### src/rtl/pipe_ctrl_unit.sv
// ---------------------------------------------------------------------------
// pipe_ctrl_unit
// Decode-stage control unit for the pipelined RV32 core. Decodes the IF/ID
// instruction into a control bundle and registers it into the ID/EX control
// register. Inserts bubbles for load-use hazards and taken branches/jumps,
// and holds the pipe while a multi-cycle MUL/DIV occupies EX.
//
// Ports
//   clk, rst          core clock (rising edge), async active-high reset
//   inst_i            IF/ID instruction
//   inst_valid_i      IF/ID slot holds a real instruction
//   flush_i           branch/jump taken in EX; kill the ID instruction
//   ex_*_o            registered ID/EX control bundle
//   stall_o           hold PC and IF/ID this cycle (combinational)
//   md_busy_o         MUL/DIV occupying EX
//   md_done_o         pulse in the last MUL/DIV cycle (combinational)
//
// State table
//   state | meaning
//   IDLE  | normal decode; ID/EX loads every cycle (instruction or bubble)
//   BUSY  | MUL/DIV in EX; ID/EX held, cnt counts down to the last cycle
//
// XLEN is carried for interface compatibility; only 32 is meaningful.
// ---------------------------------------------------------------------------
module pipe_ctrl_unit #(
    parameter int XLEN     = 32,
    parameter int ENABLE_M = 1,
    parameter int MD_LAT   = 4,
    parameter int CNT_W    = $clog2(MD_LAT + 1)
) (
    input  logic            clk,
    input  logic            rst,
    input  logic [XLEN-1:0] inst_i,
    input  logic            inst_valid_i,
    input  logic            flush_i,
    output logic            ex_mem_read_o,
    output logic            ex_mem_write_o,
    output logic            ex_mem_to_reg_o,
    output logic            ex_reg_write_o,
    output logic            ex_branch_o,
    output logic            ex_pc_src_o,
    output logic [2:0]      ex_alu_op_o,
    output logic [1:0]      ex_alu_src_o,
    output logic [1:0]      ex_alu_src1_o,
    output logic            ex_sign_o,
    output logic [1:0]      ex_length_o,
    output logic [4:0]      ex_rd_o,
    output logic            ex_valid_o,
    output logic            stall_o,
    output logic            md_busy_o,
    output logic            md_done_o
);

    localparam logic [6:0] OP_RTYPE  = 7'b0110011;
    localparam logic [6:0] OP_IARITH = 7'b0010011;
    localparam logic [6:0] OP_ILOAD  = 7'b0000011;
    localparam logic [6:0] OP_STYPE  = 7'b0100011;
    localparam logic [6:0] OP_BTYPE  = 7'b1100011;
    localparam logic [6:0] OP_JAL    = 7'b1101111;
    localparam logic [6:0] OP_JALR   = 7'b1100111;
    localparam logic [6:0] OP_LUI    = 7'b0110111;
    localparam logic [6:0] OP_AUIPC  = 7'b0010111;

    localparam logic [2:0] ALU_R      = 3'd0;
    localparam logic [2:0] ALU_I      = 3'd1;
    localparam logic [2:0] ALU_LS     = 3'd2;
    localparam logic [2:0] ALU_BRANCH = 3'd3;
    localparam logic [2:0] ALU_J      = 3'd4;
    localparam logic [2:0] ALU_U      = 3'd5;
    localparam logic [2:0] ALU_MD     = 3'd6;

    localparam logic [1:0] SRC2_REG  = 2'd0;
    localparam logic [1:0] SRC2_IMM  = 2'd1;
    localparam logic [1:0] SRC2_FOUR = 2'd2;
    localparam logic [1:0] SRC1_REG  = 2'd0;
    localparam logic [1:0] SRC1_PC   = 2'd1;
    localparam logic [1:0] SRC1_ZERO = 2'd2;

    typedef struct packed {
        logic       valid;
        logic       mem_read;
        logic       mem_write;
        logic       mem_to_reg;
        logic       reg_write;
        logic       branch;
        logic       pc_src;
        logic [2:0] alu_op;
        logic [1:0] alu_src;
        logic [1:0] alu_src1;
        logic       sign;
        logic [1:0] length;
        logic [4:0] rd;
    } ctl_t;

    typedef enum logic {
        IDLE = 1'b0,
        BUSY = 1'b1
    } state_t;

    logic [6:0] opcode;
    logic [2:0] funct3;
    logic [6:0] funct7;
    logic [4:0] rs1;
    logic [4:0] rs2;

    assign opcode = inst_i[6:0];
    assign funct3 = inst_i[14:12];
    assign funct7 = inst_i[31:25];
    assign rs1    = inst_i[19:15];
    assign rs2    = inst_i[24:20];

    ctl_t             dec;
    ctl_t             ex;
    logic             use_rs1;
    logic             use_rs2;
    logic             is_md;
    state_t           state;
    logic [CNT_W-1:0] cnt;

    always_comb begin
        dec           = '0;
        use_rs1       = 1'b0;
        use_rs2       = 1'b0;
        is_md         = 1'b0;
        dec.valid     = 1'b1;
        dec.rd        = inst_i[11:7];
        dec.sign      = ~funct3[2];
        dec.reg_write = 1'b1;
        dec.alu_src   = SRC2_FOUR;
        dec.alu_src1  = SRC1_PC;
        case (funct3)
            3'b010:         dec.length = 2'd2;
            3'b001, 3'b101: dec.length = 2'd1;
            default:        dec.length = 2'd0;
        endcase
        case (opcode)
            OP_RTYPE: begin
                use_rs1      = 1'b1;
                use_rs2      = 1'b1;
                dec.alu_src  = SRC2_REG;
                dec.alu_src1 = SRC1_REG;
                is_md        = (ENABLE_M != 0) && (funct7 == 7'b0000001);
                dec.alu_op   = is_md ? ALU_MD : ALU_R;
            end
            OP_IARITH: begin
                use_rs1      = 1'b1;
                dec.alu_src  = SRC2_IMM;
                dec.alu_src1 = SRC1_REG;
                dec.alu_op   = ALU_I;
            end
            OP_ILOAD: begin
                use_rs1        = 1'b1;
                dec.mem_read   = 1'b1;
                dec.mem_to_reg = 1'b1;
                dec.alu_src    = SRC2_IMM;
                dec.alu_src1   = SRC1_REG;
                dec.alu_op     = ALU_LS;
            end
            OP_STYPE: begin
                use_rs1       = 1'b1;
                use_rs2       = 1'b1;
                dec.mem_write = 1'b1;
                dec.reg_write = 1'b0;
                dec.alu_src   = SRC2_IMM;
                dec.alu_src1  = SRC1_REG;
                dec.alu_op    = ALU_LS;
            end
            OP_BTYPE: begin
                use_rs1       = 1'b1;
                use_rs2       = 1'b1;
                dec.branch    = 1'b1;
                dec.reg_write = 1'b0;
                dec.alu_src   = SRC2_REG;
                dec.alu_src1  = SRC1_REG;
                dec.alu_op    = ALU_BRANCH;
            end
            OP_JAL: begin
                dec.branch = 1'b1;
                dec.alu_op = ALU_J;
            end
            OP_JALR: begin
                use_rs1    = 1'b1;
                dec.branch = 1'b1;
                dec.pc_src = 1'b1;
                dec.alu_op = ALU_J;
            end
            OP_LUI: begin
                dec.alu_src  = SRC2_IMM;
                dec.alu_src1 = SRC1_ZERO;
                dec.alu_op   = ALU_U;
            end
            OP_AUIPC: begin
                dec.alu_src = SRC2_IMM;
                dec.alu_op  = ALU_U;
            end
            default: ;
        endcase
    end

    logic load_use;
    logic issue_md;

    // rd = x0 never creates a dependency, so it cannot cause a stall.
    assign load_use = inst_valid_i && ex.valid && ex.mem_read && (ex.rd != 5'd0) &&
                      ((use_rs1 && (rs1 == ex.rd)) || (use_rs2 && (rs2 == ex.rd)));
    assign issue_md = inst_valid_i && is_md && !load_use && !flush_i && (state == IDLE);

    // A flush kills whatever is in ID, so holding IF/ID would be pointless.
    assign stall_o   = !flush_i && ((state == BUSY) || load_use);
    assign md_busy_o = (state == BUSY);
    assign md_done_o = !flush_i &&
                       (((state == BUSY) && (cnt == CNT_W'(1))) || ((MD_LAT == 1) && issue_md));

    always_ff @(posedge clk or posedge rst) begin
        if (rst) begin
            state <= IDLE;
            cnt   <= '0;
            ex    <= '0;
        end else if (flush_i) begin
            state <= IDLE;
            cnt   <= '0;
            ex    <= '0;
        end else if (state == BUSY) begin
            cnt <= cnt - CNT_W'(1);
            if (cnt == CNT_W'(1)) begin
                state <= IDLE;
            end
        end else if (load_use || !inst_valid_i) begin
            ex <= '0;
        end else begin
            ex <= dec;
            if (is_md) begin
                cnt <= CNT_W'(MD_LAT - 1);
                if (MD_LAT > 1) begin
                    state <= BUSY;
                end
            end
        end
    end

    assign ex_valid_o      = ex.valid;
    assign ex_mem_read_o   = ex.mem_read;
    assign ex_mem_write_o  = ex.mem_write;
    assign ex_mem_to_reg_o = ex.mem_to_reg;
    assign ex_reg_write_o  = ex.reg_write;
    assign ex_branch_o     = ex.branch;
    assign ex_pc_src_o     = ex.pc_src;
    assign ex_alu_op_o     = ex.alu_op;
    assign ex_alu_src_o    = ex.alu_src;
    assign ex_alu_src1_o   = ex.alu_src1;
    assign ex_sign_o       = ex.sign;
    assign ex_length_o     = ex.length;
    assign ex_rd_o         = ex.rd;

endmodule

### config.mk
export PLATFORM = sky130hd
export DESIGN_NAME = pipe_ctrl_unit
export DESIGN_NICKNAME = d
export VERILOG_FILES = /design/src/rtl/pipe_ctrl_unit.sv
export SDC_FILE = /design/constraint.sdc
export NUM_CORES = 1
export LEC_CHECK = 0
export BUFFER_PORTS_ARGS = -buffer_cell sky130_fd_sc_hd__buf_2
export CORE_MARGIN = 4
export CORE_UTILIZATION = 51
export DETAILED_ROUTE_END_ITERATION = 12
export GPL_TIMING_DRIVEN = 0
export PLACE_DENSITY = 0.95
export SETUP_SLACK_MARGIN = 0.2
export SLEW_MARGIN = 25
export SYNTH_ARGS = -nofsm -noshare
export SYNTH_HDL_FRONTEND = slang
export SYNTH_SLANG_ARGS = --single-unit
### constraint.sdc
create_clock -name clk -period 3.1 [get_ports clk]
set_clock_uncertainty 0.05 [all_clocks]
set_input_delay 0.31 -clock clk [delete_from_list [all_inputs] [get_ports clk]]
set_output_delay 0.31 -clock clk [all_outputs]
set_load 0.05 [all_outputs]
# Word-level counts from Yosys, hierarchy flattened
# Cells that the tools add are included.
word_totals:
  latchBits: 0
  out_inout_bits: 25
  ramBits: 0
  word_cells: 88
  memories: 0
  mem_bits_ro: 0
  ff_bits: 26
  inputBits: 36
classes:
  n_eq_ne: 18
  shift: 0
  magnitude_cmp: 0
  n_reduce_logical: 28
  mul: 0
  bitwise_logic: 1
  n_div: 0
  n_mux: 25
  addsub: 1
op_table:
  columns: ["op", "count"]
  rows:
  - ["$mux 22", 3]
  - ["$eq 7x6->1 const B", 3]
  - ["$eq 7x7->1 const B", 3]
  - ["$pmux 3 s6", 1]
  - ["$mux 3", 5]
  - ["$eq 7x5->1 const B", 2]
  - ["$mux 1", 13]
  - ["$pmux 2 s2", 3]
  - ["$reduce_or 2->1", 6]
  - ["$eq 5x5->1", 2]
  - ["$reduce_or 5->1", 2]
  - ["$logic_and 1x1->1", 9]
  - ["$eq 7x1->1 const B", 1]
  - ["$eq 7x2->1 const B", 1]
  - ["$eq 3x1->1 const B", 2]
  - ["$reduce_or 3->1", 2]
  - ["$reduce_or 6->1", 1]
  - ["$reduce_bool 5->1", 1]
  - ["$eq 3x2->1 const B", 1]
  - ["$eq 3x3->1 const B", 1]
  - ["$logic_or 1x1->1", 3]
  - ["$ne 3x3->1 const B", 1]
  - ["$reduce_bool 3->1", 1]
  - ["$sub 3x1->3 const B", 1]
  - ["other kinds (4)", 5]

# Depth between registers and ports, before layout
logic_depth:
  ltp_word: 10
  mapped_depth: 7

# Worst setup path before layout
# OpenSTA, ideal clock, no wires.
synth_path:
  path_kind: "flip-flop to output port"
  from: "reg state, in the netlist md_busy_o"
  to: "out md_done_o"
  n_path_buf: 3
  t_arrival_ps: 2694
  path_stages_with_launch: 6
  path_slack_ps: 46
  t_required_ps: 2740
  path_cell_list: "dfrtp_1 clkbuf_1 nor2b_1 clkbuf_1 clkbuf_1 nor3b_1"
synth_between:
  elab_chain_len: 2
synth_lines:
  columns: ["element", "line_no", "source"]
  rows:
  - ["from (decl)", "117", "state_t state;"]
  - ["from (signal assigned)", "216", "state <= IDLE;"]
  - ["from (signal assigned)", "220", "state <= IDLE;"]
  - ["from (signal assigned)", "226", "state <= IDLE;"]
  - ["$logic_and 1x1->1", "212", "(((state == BUSY) && (cnt == CNT_W'(1))) || ((MD_LAT == 1) && issue_md));"]
  - ["$logic_and 1x1->1", "211", "assign md_done_o = !flush_i &&"]
  - ["to (decl)", "51", "output logic md_done_o"]
# No other way between the ends.

# Worst setup path after layout
# Ends and elaborated chain as after synthesis.

==> metrics <==
outcome completed; most frequent cell after synthesis dfrtp_1; Synth cell types 43; Worst-Margin Slew 0.917 ns; RR Endpoint ex_rd_o[4]; Longest Clk Path Bufs 2; dpl hpwl 2720 um; Primary FF master, synth dfrtp_1; Crit Path Class flip-flop to output pin; min-delay worst type input port to asynchronous set/reset pin; synth cell count leaders dfrtp_1, nand2_1, a22o_1; setup TNS 0 ns; fraction of registers with async set/reset 1.00; Vias/cell 5.64; pwr dens 330 mW/mm^2; number of global-route vias before repair 1,204; Worst setup EP type output pin; fillers 211; register area share after synthesis 0.436; 1st-pass router iterations 4; R2R setup slack 1.02 ns; Max-Cap Viols 0; WL final 3490 um; die height 61.0 um; post-synthesis average cell area 10.0 um^2; # setup viols final 0; First DRT Iteration DRCs 64; H-Tree Depth 1; routability cong. 0.878; final core utilization 0.699; sequential cell area 626 um^2; Worst-path clk slew 0.12 ns; Synth Net Count 181; Num CTS Buffers 3; I/O pins 61; leak pwr 0.923 nW; CP Launch Type flip-flop; Core Footprint 0.00257 mm^2; clk_lat worst skew 0.31 ns; Initial Utilization 0.558; area occupied by multi-input gates 747 um^2; DRC 0; largest net degree at the start of global routing 26; RSZ-0062 raised after global routing no; min Tclk post-route 2.52 ns; detail-routed net length per standard cell 14.9 um; Sink Count 25; NumNets Final 244; largest area contributor in the netlist dfrtp_1; top cells by area, synth dfrtp_1, a22o_1, xnor2_1, nand2_1, a32o_2; EDFF count, synth 0; Final ANT Viol Nets 0; synthesized cell area 0.00143 mm^2; critical path endpoint md_done_o; Req. time, crit path 2.74 ns; Final Hold Vio Count 0; Yosys warning count 0; Global Route Usage Sum 0.195; critical path startpoint md_busy_o; Die ar. 0.00372 mm^2; number of port buffers 58; total gr overflow 0; Seq cells post-synth 25; Data arrival, critical path 2.16 ns; maximum vdd drop 0.299 mV; Row Count 18; TritonCTS clock tree done; first-pass GRT wire length 5440 um; hold_buf cts 0; routed vias 1,325; root buf cell clkbuf_4; Post-CTS Setup Repair Bufs 0; reg2reg start ex_rd_o[1]; worst reg-to-reg path cell count 5; Yosys top cell area share 0.436; worst-path maximum fanout 10; max_slew headroom 0.388; Tcrit/Tclk final 0.813; initial antenna violation count 0; Gate Count Post-Synth 143; post-CTS sizing 0; share of post-route cells with drive strength above 1 0.371; FMAX 397 MHz; Ant. Diodes 0; die width 61.0 um; P&R area growth vs syn 25.1%; Max Slew Vio Count 0
-- critical path: stages, from the launching register on --
cell	delay (ns)
dfrtp_1	0.36
clkbuf_1	0.30
nor2b_1	0.18
clkbuf_1	0.23
clkbuf_2	0.30
nor3b_2	0.20
buf_2	0.28
-- per-layer routing --
| metal | GRT usage | wire length [um] | part of all wire |
|---|---|---|---|
| met2 | 0.308 | 1560 | 0.45 |
| met1 | 0.279 | 1580 | 0.45 |
| met4 | 0.0279 | 14 | 0.0040 |
| met5 | 0 | 0 | 0 |
| met3 | 0.0461 | 335 | 0.096 |
-- where the power goes --
group / switching, W / leakage (nW) / internal (W) / total [W]
registers: 0.00000684 / 0.342 / 0.000333 / 0.000340
logic: 0.0000698 / 0.566 / 0.0000436 / 0.000113
clock network: 0.0000891 / 0.0150 / 0.0000503 / 0.000139
total: 0.000166 / 0.923 / 0.000427 / 0.000592
-- state kept, by name (all words and copies together), names as in the netlist --
signal,flops
cnt,3
ex_valid_o,1
ex_mem_write_o,1
ex_sign_o,1
ex_length_o,2
ex_reg_write_o,1
ex_alu_src_o,2
ex_rd_o,5
ex_pc_src_o,1
ex_alu_src1_o,2
ex_alu_op_o,3
ex_branch_o,1
md_busy_o,1
ex_mem_read_o,1
-- final cells by class --
cell class / instances / share of cell area
buffer: 9 / 0.0272
tap: 30 / 0.0209
inverter: 5 / 0.0105
clock buffer: 4 / 0.0146
sequential: 25 / 0.349
multi-input combinational: 104 / 0.416
timing repair buffer: 58 / 0.162
-- per-stage QoR --
step	power, W	hold WS (ns)	setup slack, ns	cell area, um^2	instances
floorplan	0.000416	0.287	0.525	1440	143
global placement	0.000457	0.424	0.798	1770	231
detailed placement	0.000459	0.420	0.761	1770	231
CTS	0.000597	0.139	0.381	1790	235
global route	0.000618	0.138	0.402	1790	235
finish	0.000592	0.124	0.581	1790	235
-- kinds of logic (layout without fill, tap and decap cells) --
| family | after synthesis | in the layout | synth area share |
|---|---|---|---|
| adders and majority gates | 2 | 2 | 0.0174 |
| buffers and inverters | 14 | 76 | 0.0463 |
| xor gates and xnor gates | 11 | 11 | 0.0672 |
| DFF | 25 | 25 | 0.436 |
| AOI/OAI and AO/OA | 37 | 37 | 0.225 |
| and+or+nand+nor | 54 | 54 | 0.208 |
-- worst min-delay path by stage --
stage	cells past startpoint	slack [ns]	to
2_1_floorplan	1	0.29	cnt[0]
3_3_place_gp	2	0.42	ex_sign_o
3_5_place_dp	2	0.42	ex_alu_src1_o[1]
4_1_cts	2	0.14	ex_sign_o
5_1_grt	2	0.14	ex_sign_o
6_report	2	0.12	ex_rd_o[2]
-- placed cells by master (no fill, tap or decap), types with 5 or more instances in the layout --
master	count
nor2_1	5
dfrtp_1	25
nand3_1	5
a22o_1	11
nor2b_1	5
xnor2_1	10
o21ai_0	5
buf_2	60
clkbuf_1	5
inv_1	5
nand2_1	15
(Power assumes the default switching activity.)
